## src/rtl/ps2_pkg.sv

```systemverilog
// Shared PS/2 definitions: transmitter state encoding, default timing constants
// and common host-to-keyboard command bytes.
package ps2_pkg;

  typedef enum logic [2:0] {
    IDLE    = 3'd0,
    INHIBIT = 3'd1,
    START   = 3'd2,
    TX      = 3'd3,
    ACK     = 3'd4,
    RELEASE = 3'd5
  } tx_state_t;

  localparam int DEF_INHIBIT_CYCLES = 6000;
  localparam int DEF_START_CYCLES   = 1000;
  localparam int DEF_TIMEOUT_CYCLES = 750000;

  localparam logic [7:0] CMD_SET_LED = 8'hED;
  localparam logic [7:0] CMD_ENABLE  = 8'hF4;
  localparam logic [7:0] CMD_RESET   = 8'hFF;

  function automatic logic odd_parity(input logic [7:0] b);
    return ~^b;
  endfunction

endpackage

```

## src/rtl/ps2_line_sync.sv

```systemverilog
// Two-flop synchronizer for the PS/2 clock and data pins plus a glitch-free
// falling-edge strobe on the synchronized clock. Shared with the receive path.
module ps2_line_sync (
  input  logic clk,
  input  logic reset,
  input  logic clk_in,
  input  logic dat_in,
  output logic clk_sync,
  output logic dat_sync,
  output logic clk_fall
);

  logic [1:0] clk_meta;
  logic [1:0] dat_meta;
  logic       clk_prev;

  // Idle bus level is high, so reset to 1 to avoid a false edge after reset.
  always_ff @(posedge clk or posedge reset) begin
    if (reset) begin
      clk_meta <= 2'b11;
      dat_meta <= 2'b11;
      clk_prev <= 1'b1;
    end else begin
      clk_meta <= {clk_meta[0], clk_in};
      dat_meta <= {dat_meta[0], dat_in};
      clk_prev <= clk_meta[1];
    end
  end

  assign clk_sync = clk_meta[1];
  assign dat_sync = dat_meta[1];
  assign clk_fall = clk_prev & ~clk_meta[1];

endmodule

```

## src/rtl/ps2_command_tx.sv

```systemverilog
// Host-to-device PS/2 command transmitter driving open-drain lines via low-enables.
// Optional watchdog from CLK release to completion: define PS2_TX_TIMEOUT_EN.
module ps2_command_tx
  import ps2_pkg::*;
#(
  parameter int INHIBIT_CYCLES = DEF_INHIBIT_CYCLES,
  parameter int START_CYCLES   = DEF_START_CYCLES,
  parameter int TIMEOUT_CYCLES = DEF_TIMEOUT_CYCLES
) (
  input  logic       clk,
  input  logic       reset,
  input  logic [7:0] cmd_data,
  input  logic       cmd_send,
  input  logic       ps2_clk_in,
  input  logic       ps2_dat_in,
  output logic       ps2_clk_oe,
  output logic       ps2_dat_oe,
  output logic       cmd_busy,
  output logic       cmd_done,
  output logic       cmd_error
);

  localparam int MAX_IS     = (INHIBIT_CYCLES > START_CYCLES) ? INHIBIT_CYCLES : START_CYCLES;
  localparam int MAX_CYCLES = (MAX_IS > TIMEOUT_CYCLES) ? MAX_IS : TIMEOUT_CYCLES;
  localparam int CNT_W      = $clog2(MAX_CYCLES + 1);

  localparam logic [CNT_W-1:0] INHIBIT_LAST = CNT_W'(INHIBIT_CYCLES - 1);
  localparam logic [CNT_W-1:0] START_LAST   = CNT_W'(START_CYCLES - 1);

  tx_state_t        state;
  logic [CNT_W-1:0] cnt;
  logic [3:0]       bit_idx;
  logic [8:0]       shreg;
  logic             ack_ok;
  logic             clk_sync;
  logic             dat_sync;
  logic             clk_fall;
  logic             timeout;

  ps2_line_sync u_sync (
    .clk      (clk),
    .reset    (reset),
    .clk_in   (ps2_clk_in),
    .dat_in   (ps2_dat_in),
    .clk_sync (clk_sync),
    .dat_sync (dat_sync),
    .clk_fall (clk_fall)
  );

`ifdef PS2_TX_TIMEOUT_EN
  localparam logic [CNT_W-1:0] TIMEOUT_LAST = CNT_W'(TIMEOUT_CYCLES - 1);
  logic [CNT_W-1:0] wd_cnt;

  // Watchdog is armed while START hands over the clock and runs until RELEASE exits.
  always_ff @(posedge clk or posedge reset) begin
    if (reset) begin
      wd_cnt <= '0;
    end else if (state == START) begin
      wd_cnt <= '0;
    end else if (state == TX || state == ACK || state == RELEASE) begin
      wd_cnt <= wd_cnt + 1'b1;
    end
  end

  assign timeout = (state == TX || state == ACK || state == RELEASE) && (wd_cnt == TIMEOUT_LAST);
`else
  assign timeout = 1'b0;
`endif

  always_ff @(posedge clk or posedge reset) begin
    if (reset) begin
      state      <= IDLE;
      cnt        <= '0;
      bit_idx    <= '0;
      shreg      <= '0;
      ack_ok     <= 1'b0;
      ps2_clk_oe <= 1'b0;
      ps2_dat_oe <= 1'b0;
      cmd_busy   <= 1'b0;
      cmd_done   <= 1'b0;
      cmd_error  <= 1'b0;
    end else begin
      cmd_done <= 1'b0;
      if (timeout) begin
        ps2_clk_oe <= 1'b0;
        ps2_dat_oe <= 1'b0;
        cmd_done   <= 1'b1;
        cmd_error  <= 1'b1;
        cmd_busy   <= 1'b0;
        state      <= IDLE;
      end else begin
        unique case (state)
          IDLE: begin
            if (cmd_send) begin
              shreg      <= {odd_parity(cmd_data), cmd_data};
              cmd_error  <= 1'b0;
              cmd_busy   <= 1'b1;
              ps2_clk_oe <= 1'b1;
              cnt        <= '0;
              state      <= INHIBIT;
            end
          end
          INHIBIT: begin
            if (cnt == INHIBIT_LAST) begin
              cnt        <= '0;
              ps2_dat_oe <= 1'b1;
              state      <= START;
            end else begin
              cnt <= cnt + 1'b1;
            end
          end
          START: begin
            if (cnt == START_LAST) begin
              cnt        <= '0;
              ps2_clk_oe <= 1'b0;
              bit_idx    <= '0;
              state      <= TX;
            end else begin
              cnt <= cnt + 1'b1;
            end
          end
          // Data and parity shift out LSB first; the tenth edge releases DAT as the stop bit.
          TX: begin
            if (clk_fall) begin
              if (bit_idx == 4'd9) begin
                ps2_dat_oe <= 1'b0;
                state      <= ACK;
              end else begin
                ps2_dat_oe <= ~shreg[0];
                shreg      <= shreg >> 1;
                bit_idx    <= bit_idx + 1'b1;
              end
            end
          end
          ACK: begin
            if (clk_fall) begin
              ack_ok <= ~dat_sync;
              state  <= RELEASE;
            end
          end
          RELEASE: begin
            if (clk_sync && dat_sync) begin
              cmd_done  <= 1'b1;
              cmd_error <= ~ack_ok;
              cmd_busy  <= 1'b0;
              state     <= IDLE;
            end
          end
          default: state <= IDLE;
        endcase
      end
    end
  end

endmodule

```

## config.mk

```make
export PLATFORM = sky130hd
export DESIGN_NAME = ps2_command_tx
export DESIGN_NICKNAME = d
export VERILOG_FILES = /design/src/rtl/ps2_pkg.sv /design/src/rtl/ps2_line_sync.sv /design/src/rtl/ps2_command_tx.sv
export SDC_FILE = /design/constraint.sdc
export NUM_CORES = 1
export LEC_CHECK = 0
export ABC_CLOCK_PERIOD_IN_PS = 2300
export BUFFER_PORTS_ARGS = -buffer_cell sky130_fd_sc_hd__clkbuf_2
export CELL_PAD_IN_SITES_DETAIL_PLACEMENT = 0
export CELL_PAD_IN_SITES_GLOBAL_PLACEMENT = 1
export CORE_ASPECT_RATIO = 0.5
export CORE_MARGIN = 2
export CORE_UTILIZATION = 39
export CTS_BUF_LIST = sky130_fd_sc_hd__clkbuf_8 sky130_fd_sc_hd__clkbuf_16
export DETAILED_ROUTE_END_ITERATION = 7
export PLACE_DENSITY_LB_ADDON = 0.1
export RECOVER_POWER = 25
export SYNTH_ARGS = -nofsm -noshare
export SYNTH_HDL_FRONTEND = slang
export SYNTH_HIERARCHICAL = 1
export SYNTH_SLANG_ARGS = --single-unit
```

## constraint.sdc

```tcl
create_clock -name clk -period 2.3 [get_ports clk]
set_input_delay 0.46 -clock clk [delete_from_list [all_inputs] [get_ports clk]]
set_output_delay 0.46 -clock clk [all_outputs]
set_load 0.02 [all_outputs]
```

# [Word level (Yosys, flattened, before mapping)]
# Index checks and enable logic that the tools add are counted.
[word_totals] romBits=0 ram_bits=0 ff_bits=47 inputBits=13 output_inout_bits=5 mem_count=0 latchBits=0 elab_cells=87
[classes] n_mux=34 n_eq_ne=16 n_lt_le_gt_ge=0 shift=0 n_addsub=2 div_mod_pow=0 multipliers=0 reduce_logical=17 bitwise=5
[op_table] cell="2-to-1 mux 20 bit" n=3
[op_table] cell="one-hot mux 20 bit (3 select lines)" n=1
[op_table] cell="2-to-1 mux 9 bit" n=3
[op_table] cell="2-to-1 mux 3 bit" n=7
[op_table] cell="adder 20 x 1 -> 20 bit (second input constant)" n=1
[op_table] cell="equality test 20 x 10 -> 1 bit (second input constant)" n=1
[op_table] cell="equality test 20 x 13 -> 1 bit (second input constant)" n=1
[op_table] cell="one-hot mux 3 bit (6 select lines)" n=1
[op_table] cell="one-hot mux 9 bit (2 select lines)" n=1
[op_table] cell="!= test 2 bit (second input constant)" n=8
[op_table] cell="2-to-1 mux 4 bit" n=3
[op_table] cell="2-to-1 mux 1 bit" n=10
[op_table] cell="nonzero test 2 bit" n=5
[op_table] cell="AND reduction 3 bit" n=3
[op_table] cell="one-hot mux 1 bit (2 select lines)" n=4
[op_table] cell="one-hot mux 4 bit (2 select lines)" n=1
[op_table] cell="AND reduction 4 bit" n=2
[op_table] cell="XNOR reduction 8 bit" n=1
[op_table] cell="AND reduction 7 bit" n=1
[op_table] cell="equality test 3 x 2 -> 1 bit (second input constant)" n=2
[op_table] cell="equality test 3 bit (second input constant)" n=2
[op_table] cell="adder 4 x 1 -> 4 bit (second input constant)" n=1
[op_table] cell="equality test 4 bit (second input constant)" n=1
[op_table] cell="NOT 1 bit" n=4
[op_table] cell="6 further kinds" n=7

# [Depth between registers and ports, before layout]
# Gate-level depths: netlist of run 1.
[depth] ltp_word=4 ltp_mapped=8 mapped_depth_nobuf=7

# [Hierarchy]
# Netlist of run 1, hierarchy kept.
[modules_own_cells] module="ps2_command_tx" area_per_inst_um2=2457.4 cells_per_inst=286 seq_area_each_um2=1051.0 instances=1
[modules_own_cells] module="ps2_line_sync" area_per_inst_um2=148.9 cells_per_inst=7 seq_area_each_um2=131.4 instances=1

# [Worst setup path before layout of run 1]
# No wires, ideal clock.
[synth_path] path_type="register -> register" from="register, netlist name u_sync/clk_prev" to="register cmd_error" required_ps=2180 period_less_slack_ps=1777 arrival_ps=1657 path_stages_with_launch=7 setup_ps=120 path_buffers=1 slack_ps=523 path_cell_list="dfstp_2 nor2b_4 clkbuf_1 nand4_1 a21oi_2 nand2_1 a31o_2"
[synth_rtl] element="end signal: assignment" line_no="ps2_command_tx.sv:144" source="cmd_error <= ~ack_ok;"
[synth_rtl] element="end: declaration" line_no="ps2_command_tx.sv:20" source="output logic cmd_error"

# [Final worst setup path of run 1]
[layout_path] from="register cnt[0]" to="register cnt[10]"
[layout_via] elab_chain_len=3 elab_cells_between_ends=6 classes_between="add/sub (1); eq/ne (2); mux (3)"
[layout_lines] element="start: declaration" line_no="ps2_command_tx.sv:31" source="logic [CNT_W-1:0] cnt;"
[layout_lines] element="start signal: assignment" line_no="ps2_command_tx.sv:109" source="cnt <= cnt + 1'b1;"
[layout_lines] element="start signal: assignment" line_no="ps2_command_tx.sv:119" source="cnt <= cnt + 1'b1;"
[layout_lines] element="adder 20 x 1 -> 20 bit, or another cell as far along" line_no="ps2_command_tx.sv:109, ps2_command_tx.sv:119"
[layout_lines] element="2-to-1 mux 20 bit (on tied branches)" line_no="ps2_command_tx.sv:113, ps2_command_tx.sv:104"
[layout_lines] element="one-hot mux 20 bit (3 select lines) (*)" line_no="ps2_command_tx.sv:92" source="unique case (state)"
# Mark *: on every way between the ends. The rest lies on a longest branch, timed or not.
# A chain may end at the register's enable or synchronous reset.

==> results of run 1 <==
registers in the layout, indices dropped and copies added (netlist names):
signal	flops
ps2_dat_oe	1
cmd_error	1
cmd_done	1
cmd_busy	1
bit_idx	4
cnt	20
state	3
u_sync/clk_meta	2
u_sync/clk_prev	1
ps2_clk_oe	1
u_sync/dat_meta	2
ack_ok	1
shreg	9
placed cells by master, fill, tap and decap left out, types with 2 or more instances in the layout:
cell type  instances
nand2_1           47
dfrtp_1           42
nor2_1            30
clkbuf_2          18
a21oi_1           13
xnor2_1           12
inv_1             11
nand3_1           11
o21ai_1           11
a31oi_1           11
buf_4             11
nor3_1            10
mux2i_1            9
o21ai_0            6
nand4_1            5
nor4_1             5
and3_1             5
clkbuf_16          5
dfstp_2            4
nand2b_1           3
o31ai_1            3
o211ai_1           3
ha_1               3
nor2b_1            2
o22ai_1            2
nand4_2            2
a22o_1             2
a21boi_1           2
worst reg2reg max path: cells and delay by family, from the launching register on:
| kind | cells | cell delay, ps |
|---|---|---|
| adder cells (fa/ha/maj) | 1 | 260 |
| AND/OR/NAND/NOR | 2 | 600 |
| flip-flops | 1 | 420 |
| AO/OA/AOI/OAI | 3 | 730 |
cell type report:
type	count	area, sq um
sequential	47	1180
tap	88	110
timing repair buffer	29	173
multi-input combinational	221	1300
fill	619	3320
inverter	8	30.0
clock inverter	3	11.3
clock buffer	5	125
stage by stage:
| stage | setup slack (ps) | area [sq um] | cells |
|---|---|---|---|
| 2_1_floorplan | 523 | 2610 | 293 |
| 3_3_place_gp | 231 | 2810 | 393 |
| 3_5_place_dp | 176 | 2810 | 393 |
| 4_1_cts | 167 | 2950 | 401 |
| 5_1_grt | 13.3 | 2940 | 401 |
| 6_report | 156 | 2940 | 401 |
power breakdown:
part           switching, mW  total, mW  leakage, nW  internal, mW
registers              0.148       1.11        0.586         0.963
logic                  0.193      0.366        0.622         0.173
clock network          0.304      0.695       0.0776         0.392
total                  0.645       2.17         1.28          1.53
kinds of logic after synthesis:
logic type,after synthesis
simple gates,131
xor+xnor,13
mux,9
flops,47
compound gates,65
fa+ha+maj,3
buf+inv,25
final timing paths:
path	from	to	slack (ps)	cells after the start
max	cnt[0]	cnt[10]	160	6
min	reset	shreg[4]	110	2
max reg2reg	cnt[0]	cnt[10]	160	6
min reg2reg	u_sync/dat_meta[0]	u_sync/dat_meta[1]	360	0
max in group asynchronous	reset	state[1]	1040	3
min in group clk	ps2_dat_in	u_sync/dat_meta[0]	250	1
routing by layer:
layer  GRT usage  vias to the layer above
li1            -                     1070
met1       0.247                     1038
met2       0.296                       46
met3      0.0411                        7
met4      0.0555                        0
met5           0                        -
==> results.md, run 1 <==
- Hold crit path type: primary input to asynchronous set/reset pin
- Worst path arrival time: ~2300 ps
- Simple-Gate Fraction of Synth Area: 0.246
- Drt pass-1 iters: 4
- CP Data Required Time: roughly 2500 ps
- Hold_buf cts: 0
- Clk_lat worst skew: 290 ps
- Starting Density: 0.417
- EDFF count, synth: 0
- Die Width: 120 um
- Syn_nets: 309
- Met2 wire length: 2570 um
- Worst-Margin Slew: about 880 ps
- Mux contribution to synthesized area: 0.0346
- Seq/Total Area, Yosys: 0.454
- Placer Congestion: approximately 0.81
- Remaining antenna violation count: 0
- Synth Cell Area: between 2000 and 3000 sq um
- Dpl hpwl: 4210 um
- First-pass GRT wire length: slightly above 10000 um
- Post-synth ARST share: 1.00
- Worst-path cell chain: ha_1 > nand2_1 > or4_1 > o21ai_1 > o21a_2 > o211ai_1
- Number of global-route vias before repair: approximately 2000
- Max Slew Vio Count: 0
- Clock Skew: 5.91 ps
- Net count reported at finish: 328
- Min Clock Period, post-route: about 2100 ps
- Setup Fix Bufs, Post-CTS: 0
- Root buf cell: clkbuf_16
- Max-slew headroom: 0.416
- Complex-gate fraction of the synthesized area: 0.161
- Synth Area per Inst: 8.90 sq um
- Hold_ws: approximately 110 ps
- Vias per std cell: about 5.4
- Final Hold Vio Count: 0
- Post_cts resized: 0
- Synthesized instance count: 293
- Ys flop type: dfrtp_1
- Top Layer Used: met4
- RSZ-0062 raised after global routing: no
- Number of CTS-inserted buffers: 5
- CTS Buffer Depth: 2
- Max IR drop VDD: approximately 0.43 mV
- Netlist cell types: between 50 and 60
- Synth Register Bits: 47
- Post-synth top cells: 47 x nand2_1, 42 x dfrtp_1, 30 x nor2_1, 13 x a21oi_1, 12 x xnor2_1
- Area leader, netlist: dfrtp_1
- Pwr dens: between 700 and 800 nW/um^2
- Initial antenna violation count: 0
- Die Y: between 60 and 70 um
- Worst path max stage delay: around 530 ps
- H-tree lvl count: 2
- Most instantiated library cell after synthesis: nand2_1
- Total GRT Usage: 0.181
- XOR/XNOR Fraction of Synth Area: 0.0437
- DR DRC count: 0
- Fmax: between 400 and 500 MHz
- Setup violations, final: 0
- Num Clock Sinks: 47
- DRT met1 WL: 3050 um
- CP Buf/Inv Count: 0
- Worst Setup Start Kind: flip-flop
- Max-cap viol count: 0
- Fin util: 0.469
- WS Path Type: flip-flop to flip-flop
- Area contributors post-synth: dfrtp_1 40%, nand2_1 6.8%, dfstp_2 5.0%
- Final period util: 0.932
- Adder-cell area share of the yosys netlist: 0.0144
- CTS tree: yes
- Final WL: roughly 6000 um
- # port buffers: 17
- Largest family of logic cells by synthesized area: simple AND/OR/NAND/NOR gates
- Overall Power: 2.17 mW
- Area grow syn2layout: 12.6%
- Full die area: about 7400 sq um
- TNS Setup: 0 ps
- Worst setup EP type: flip-flop
- Status: finished, final reports clean
- CTS clk-pin slew, worst paths: 60 ps
- Wirelength per Cell: 14.9 um
- # rows: 20
- Crit path max fanout: 20
- Largest net degree at the start of global routing: 35
- Routed wire length on met3: roughly 260 um
- YS warnings: 6
- Ratio of cells with drive above 1 in the final layout: 0.157
- Yosys top cell area share: 0.403
- Total core area: roughly 6300 sq um
- I/O pin total: 18
- Via count: 2161
- Initial DRC Count: about 160
- CP top delay family: compound AO/OA/AOI/OAI gates
- Gr ovfl total: 0
- Slowest cell on crit path: or4_1
- Antenna cells: 0
- P_leak: around 1.3 nW
Power figures use the tool's default switching activity.
==> inputs of run 2 (changes only) <==
--- a/config.mk
+++ b/config.mk
@@ -18,5 +18,4 @@
 export RECOVER_POWER = 25
 export SYNTH_ARGS = -nofsm -noshare
 export SYNTH_HDL_FRONTEND = slang
-export SYNTH_HIERARCHICAL = 1
 export SYNTH_SLANG_ARGS = --single-unit
==> results.md, run 2 <==
- Hold Startpoint: ps2_clk_in
- Top Layer Used: met4
- Die Width: between 100 and 150 um
- Yosys top cell area share: 0.403
- Ys flop type: dfrtp_1
- H-tree lvl count: 2
- CP Data Required Time: ~2500 ps
- Cell depth of the worst hold path: 1
- Remaining antenna violation count: 0
- Worst Hold End: u_sync.clk_meta[0]
- Hold crit path type: primary input to flip-flop
- Clock Skew: about 4.7 ps
- Synth Cell Area: around 2600 sq um
- Final Hold Vio Count: 0
- Reg-to-reg critical path endpoint: cnt[0]
- Synthesized instance count: roughly 260
- Post-synth top cells: 42 x dfrtp_1, 28 x nand2_1, 25 x nor2_1, 23 x a21oi_1, 10 x nand3_1
- Netlist cell types: between 50 and 60
- Reg-to-reg setup timing slack: roughly 220 ps
- Largest net degree at the start of global routing: 28
- Fmax: a little under 500 MHz
- Syn_nets: 280
- Final setup margin: approximately 220 ps
- Ratio of cells with drive above 1 in the final layout: 0.203
- Total core area: 6260 sq um
- Final WL: between 5000 and 6000 um
- Max-cap viol count: 0
- Total GRT Usage: 0.173
- # port buffers: 17
- First-pass GRT wire length: about 9600 um
- Area contributors post-synth: dfrtp_1 40%, dfstp_2 5.0%, a21oi_1 4.4%
- P_leak: 1.34 nW
- Post-synth ARST share: 1.00
- Worst R2R Start: cnt[0]
- DP Cell Count: around 370
- Worst Setup Start Kind: flip-flop
- Met2 wire length: about 2400 um
- Num Clock Sinks: 47
- TNS Setup: 0 ps
- Most instantiated library cell after synthesis: dfrtp_1
- Crit path max fanout: 7
- I/O pin total: 18
- DRT met1 WL: ~2800 um
- Area grow syn2layout: 14.8%
- Worst-Margin Slew: 829 ps
- Gr ovfl total: 0
- Synth Area per Inst: about 9.9 sq um
- Drt pass-1 iters: 5
- DP Worst Slack: -29.0 ps
- YS warnings: 0
- Wirelength per Cell: 14.6 um
- Placer Congestion: 0.782
- Status: finished, final reports clean
- Routed wire length on met3: approximately 230 um
- Top reg by flops: cnt
- Synth Register Bits: 47
- Biggest regs: cnt x20, shreg x9, bit_idx x4
- RSZ-0062 raised after global routing: no
- Final period util: 0.903
- DR DRC count: 0
- R2R cell count: 7
- Most frequent cells in the layout: 42 x dfrtp_1, 28 x nand2_1, 25 x nor2_1, 23 x a21oi_1, 17 x clkbuf_2
- # rows: 20
- Setup violations, final: 0
- Number of CTS-inserted buffers: 5
- Final Non-Filler Cells: 379
- Post_cts resized: 0
- Die Y: a little over 60 um
- CTS Buffer Depth: 2
- Starting Density: 0.417
- Max IR drop VDD: 0.578 mV
- CTS tree: yes
- Dpl hpwl: between 3000 and 4000 um
- CTS clk-pin slew, worst paths: around 60 ps
- Initial antenna violation count: 0
- Max Slew Vio Count: 0
- Via count: between 2000 and 2500
- Number of global-route vias before repair: around 1900
- Worst setup EP type: flip-flop
- Area leader, netlist: dfrtp_1
- Max-slew headroom: 0.447
- Full die area: 7400 sq um
- Min Clock Period, post-route: 2080 ps
- Seq/Total Area, Yosys: 0.453
- Pwr dens: between 700 and 800 nW/um^2
- Worst path arrival time: 2290 ps
- Antenna cells: 0
- Vias per std cell: approximately 5.3
- EDFF count, synth: 0
- Root buf cell: clkbuf_16
- Net count reported at finish: 306
- WS Path Type: flip-flop to flip-flop
- Clk_lat worst skew: 290 ps
- Commonest non-fill, non-tap cell in the layout: dfrtp_1
- Max reg flops: 20
- Initial DRC Count: around 150
run 2: worst max path at each step:
stage,from,end,slack [ps],depth (start not counted)
after floorplan,cnt[0],bit_idx[0],420,6
after global placement,cnt[0],bit_idx[1],50,6
after detailed placement,cnt[0],bit_idx[0],-30,6
after CTS,cnt[0],cnt[0],230,7
after global routing,cnt[0],cnt[7],100,7
final,cnt[0],cnt[0],220,7
run 2: critical path: stages (launching register included):
cell and delay [ps]:
dfrtp_1 410, ha_1 260, nor4bb_1 160, and3_4 210
a2111oi_4 520, buf_4 260, nor3_1 50, a21oi_1 120
run 2: repair_timing:
item | CTS | global route
endpoints found under the setup margin | 2 | 0
hold buffers | 0 | 0
endpoints found under the hold margin | 0 | 0
setup buffers | 3 | 0
run 2: cells by family (layout without fill, tap and decap cells):
family	Yosys count	count (layout)	synth area share
AOI/OAI and AO/OA	58	58	0.155
adders and majority gates	3	3	0.0144
buffers and inverters	19	46	0.0417
and+or+nand+nor	109	109	0.232
DFF	47	47	0.453
xor gates and xnor gates	17	17	0.0571
muxes	11	11	0.0461
run 2: final cells by class:
cell class	count	area [sq um]
clock inverter	1	3.75
fill	599	3260
sequential	47	1180
tap	88	110
inverter	7	26.3
timing repair buffer	31	203
clock buffer	7	153
multi-input combinational	198	1320
run 2: per-layer routing:
metal / up-vias / GRT usage
met5: - / 0
met4: 0 / 0.0639
met3: 6 / 0.0456
met2: 44 / 0.276
met1: 967 / 0.233
li1: 991 / -
run 2: through the flow:
step	power, mW	utilization	cell area, sq um	hold slack (ps)
detailed placement	1.56	0.450	2820	351
CTS	2.33	0.479	2990	176
global route	2.45	0.479	2990	235
floorplan	1.45	-	2610	345
global placement	1.54	0.450	2820	346
finish	2.30	0.479	2990	250
run 2: power by group:
part	leakage, nW	internal, mW	total [mW]	switching, mW
sequential	0.589	0.981	1.12	0.142
clock	0.0813	0.459	0.762	0.303
combinational	0.673	0.194	0.413	0.220
total	1.34	1.63	2.30	0.665
==> inputs of run 3 (changes only) <==
--- a/config.mk
+++ b/config.mk
@@ -14,7 +14,7 @@
 export CORE_UTILIZATION = 39
 export CTS_BUF_LIST = sky130_fd_sc_hd__clkbuf_8 sky130_fd_sc_hd__clkbuf_16
 export DETAILED_ROUTE_END_ITERATION = 7
-export PLACE_DENSITY_LB_ADDON = 0.1
+export PLACE_DENSITY = 0.78
 export RECOVER_POWER = 25
 export SYNTH_ARGS = -nofsm -noshare
 export SYNTH_HDL_FRONTEND = slang
==> constraint.sdc (replaced) <==
create_clock -name clk -period 2.3 [get_ports clk]
set_input_delay 0.46 -clock clk [delete_from_list [all_inputs] [get_ports clk]]
set_output_delay 0.46 -clock clk [all_outputs]
set_load 0.05 [all_outputs]
==> results.md, run 3 (same netlist as run 2, synthesis figures left out) <==
- Final Non-Filler Cells: ~380
- Cell depth of the worst hold path: 1
- Worst R2R Start: cnt[0]
- Clk network pwr share: 0.314
- Commonest non-fill, non-tap cell in the layout: dfrtp_1
- # rows: 20
- Area grow syn2layout: 13.0%
- Net count reported at finish: about 300
- Biggest regs: cnt x20, shreg x9, bit_idx x4
- Wirelength per Cell: 14.5 um
- Fmax: just under 500 MHz
- Most frequent cells in the layout: 42 x dfrtp_1, 28 x nand2_1, 25 x nor2_1, 23 x a21oi_1, 17 x clkbuf_2
- Worst setup EP type: flip-flop
- Worst setup path startpoint: cnt[0]
- Worst path arrival time: 2190 ps
- DP Cell Count: about 370
- Die Width: about 120 um
- Design Area, Final: approximately 2900 sq um
- WS Path Type: flip-flop to flip-flop
- CTS Buffer Depth: 2
- Max IR drop VDD: 0.479 mV
- Hold Startpoint: ps2_clk_in
- Clk_lat worst skew: between 200 and 300 ps
- Switching share of power: 0.306
- Final Hold Vio Count: 0
- Vias per std cell: 5.34
- Status: finished, final reports clean
- Total core area: ~6300 sq um
- Largest net degree at the start of global routing: 37
- I/O pin total: 18
- Worst path max stage delay: roughly 420 ps
- Worst-Margin Slew: ~1400 ps
- Fin util: 0.471
- Clock Skew: a little under 3 ps
- Internal Power: about 1.6 mW
- R2R cell count: 6
- Max Slew Vio Count: 0
- Dpl hpwl: about 3800 um
- TNS Setup: 0 ps
- Gr ovfl total: 0
- Min Clock Period, post-route: just over 2000 ps
- Final period util: 0.887
- Root buf cell: clkbuf_16
- Hold crit path type: primary input to flip-flop
- Hold_ws: about 250 ps
- Crit path max fanout: 17
- CP Data Required Time: between 2000 and 2500 ps
- Initial DRC Count: 63
- P_leak: 1.31 nW
- Starting Density: 0.417
- First-pass GRT wire length: between 9000 and 10000 um
- DR DRC count: 0
- CTS tree: yes
- Post-DP Area: approximately 2800 sq um
- CTS clk-pin slew, worst paths: roughly 60 ps
- RSZ-0062 raised after global routing: no
- Final WL: roughly 5500 um
- Drt pass-1 iters: 4
- Slowest cell on crit path: nor2_4
- Sequential Power Share: 0.496
- P_sw: just under 700 uW
- Initial antenna violation count: 0
- Number of global-route vias before repair: around 2000
- H-tree lvl count: 2
- Remaining antenna violation count: 0
- Num Clock Sinks: 47
- Ratio of cells with drive above 1 in the final layout: 0.194
- Total GRT Usage: 0.163
- Max-slew headroom: 0.0822
- Placer Congestion: about 0.8
- Top reg by flops: cnt
- # port buffers: 17
- Max-cap viol count: 0
- Antenna cells: 0
- Logic pwr share: 0.190
- Filler cells: roughly 630
- Die Y: slightly above 60 um
- Setup violations, final: 0
- Worst Setup Start Kind: flip-flop
- Max reg flops: 20
- Pwr dens: 769 nW/um^2
- Via count: between 2000 and 2500
- Worst-path cell chain: ha_1 > nor4bb_1 > and3_4 > a311oi_4 > nor2_4 > o211ai_1
- Post_cts resized: 0
- Full die area: between 7000 and 8000 sq um
- Number of CTS-inserted buffers: 5
run 3: cell count changes in the layout (fill, tap and decap cells not counted):
cell / change
inv_6: +1
dfstp_2: -1
clkinv_2: +2
buf_12: -1
clkbuf_8: -2
dfstp_1: +1
buf_4: -2
inv_1: -1
run 3: layer usage:
| metal | wire [um] | vias to the layer above | track usage |
|---|---|---|---|
| met4 | 51 | 0 | 0.0504 |
| met2 | 2580 | 30 | 0.292 |
| li1 | - | 983 | - |
| met1 | 2700 | 989 | 0.208 |
| met5 | 0 | - | 0 |
| met3 | 134 | 5 | 0.0301 |
run 3: final timing paths:
kind	endpoint	slack, ps
max in group asynchronous	state[0]	940
worst max register to register	cnt[5]	260
worst max-delay path	cnt[5]	260
worst min-delay path	u_sync.clk_meta[0]	250
worst min register to register	u_sync.dat_meta[1]	360
min in group asynchronous	cnt[4]	550
run 3: area by class of cell:
class / instances / area [sq um] / share of cell area
sequential: 47 / 1180 / 0.401
tap: 88 / 110 / 0.0374
inverter: 7 / 26.3 / 0.00892
multi-input combinational: 198 / 1320 / 0.447
clock buffer: 5 / 125 / 0.0425
timing repair buffer: 28 / 168 / 0.0569
clock inverter: 3 / 18.8 / 0.00637
run 3: repair_timing:
item                                    in CTS  in global routing
buffers inserted                             1                  0
endpoints found under the hold margin        0                  0
endpoints found under the setup margin       2                  0
hold buffers                                 0                  0
run 3: power by group through the flow:
stage | registers, mW | clock network, mW | logic, mW
2_1_floorplan | 1.10 | 0 | 0.359
3_3_place_gp | 1.13 | 0 | 0.419
3_5_place_dp | 1.14 | 0 | 0.438
4_1_cts | 1.12 | 0.733 | 0.440
5_1_grt | 1.14 | 0.759 | 0.494
6_report | 1.12 | 0.710 | 0.431
run 3: stage by stage:
stage          total power [mW]  setup WS, ps
3_3_place_gp               1.55          56.7
6_report                   2.27           259
2_1_floorplan              1.46           417
4_1_cts                    2.30           230
3_5_place_dp               1.58          4.39
5_1_grt                    2.40           104
run 3: worst max-delay path: cells and delay by family (launching register included):
family                     cells  cell delay, ps
and+or+nand+nor                3             980
DFF                            1             380
AOI/OAI and AO/OA              2             300
adders and majority gates      1             230
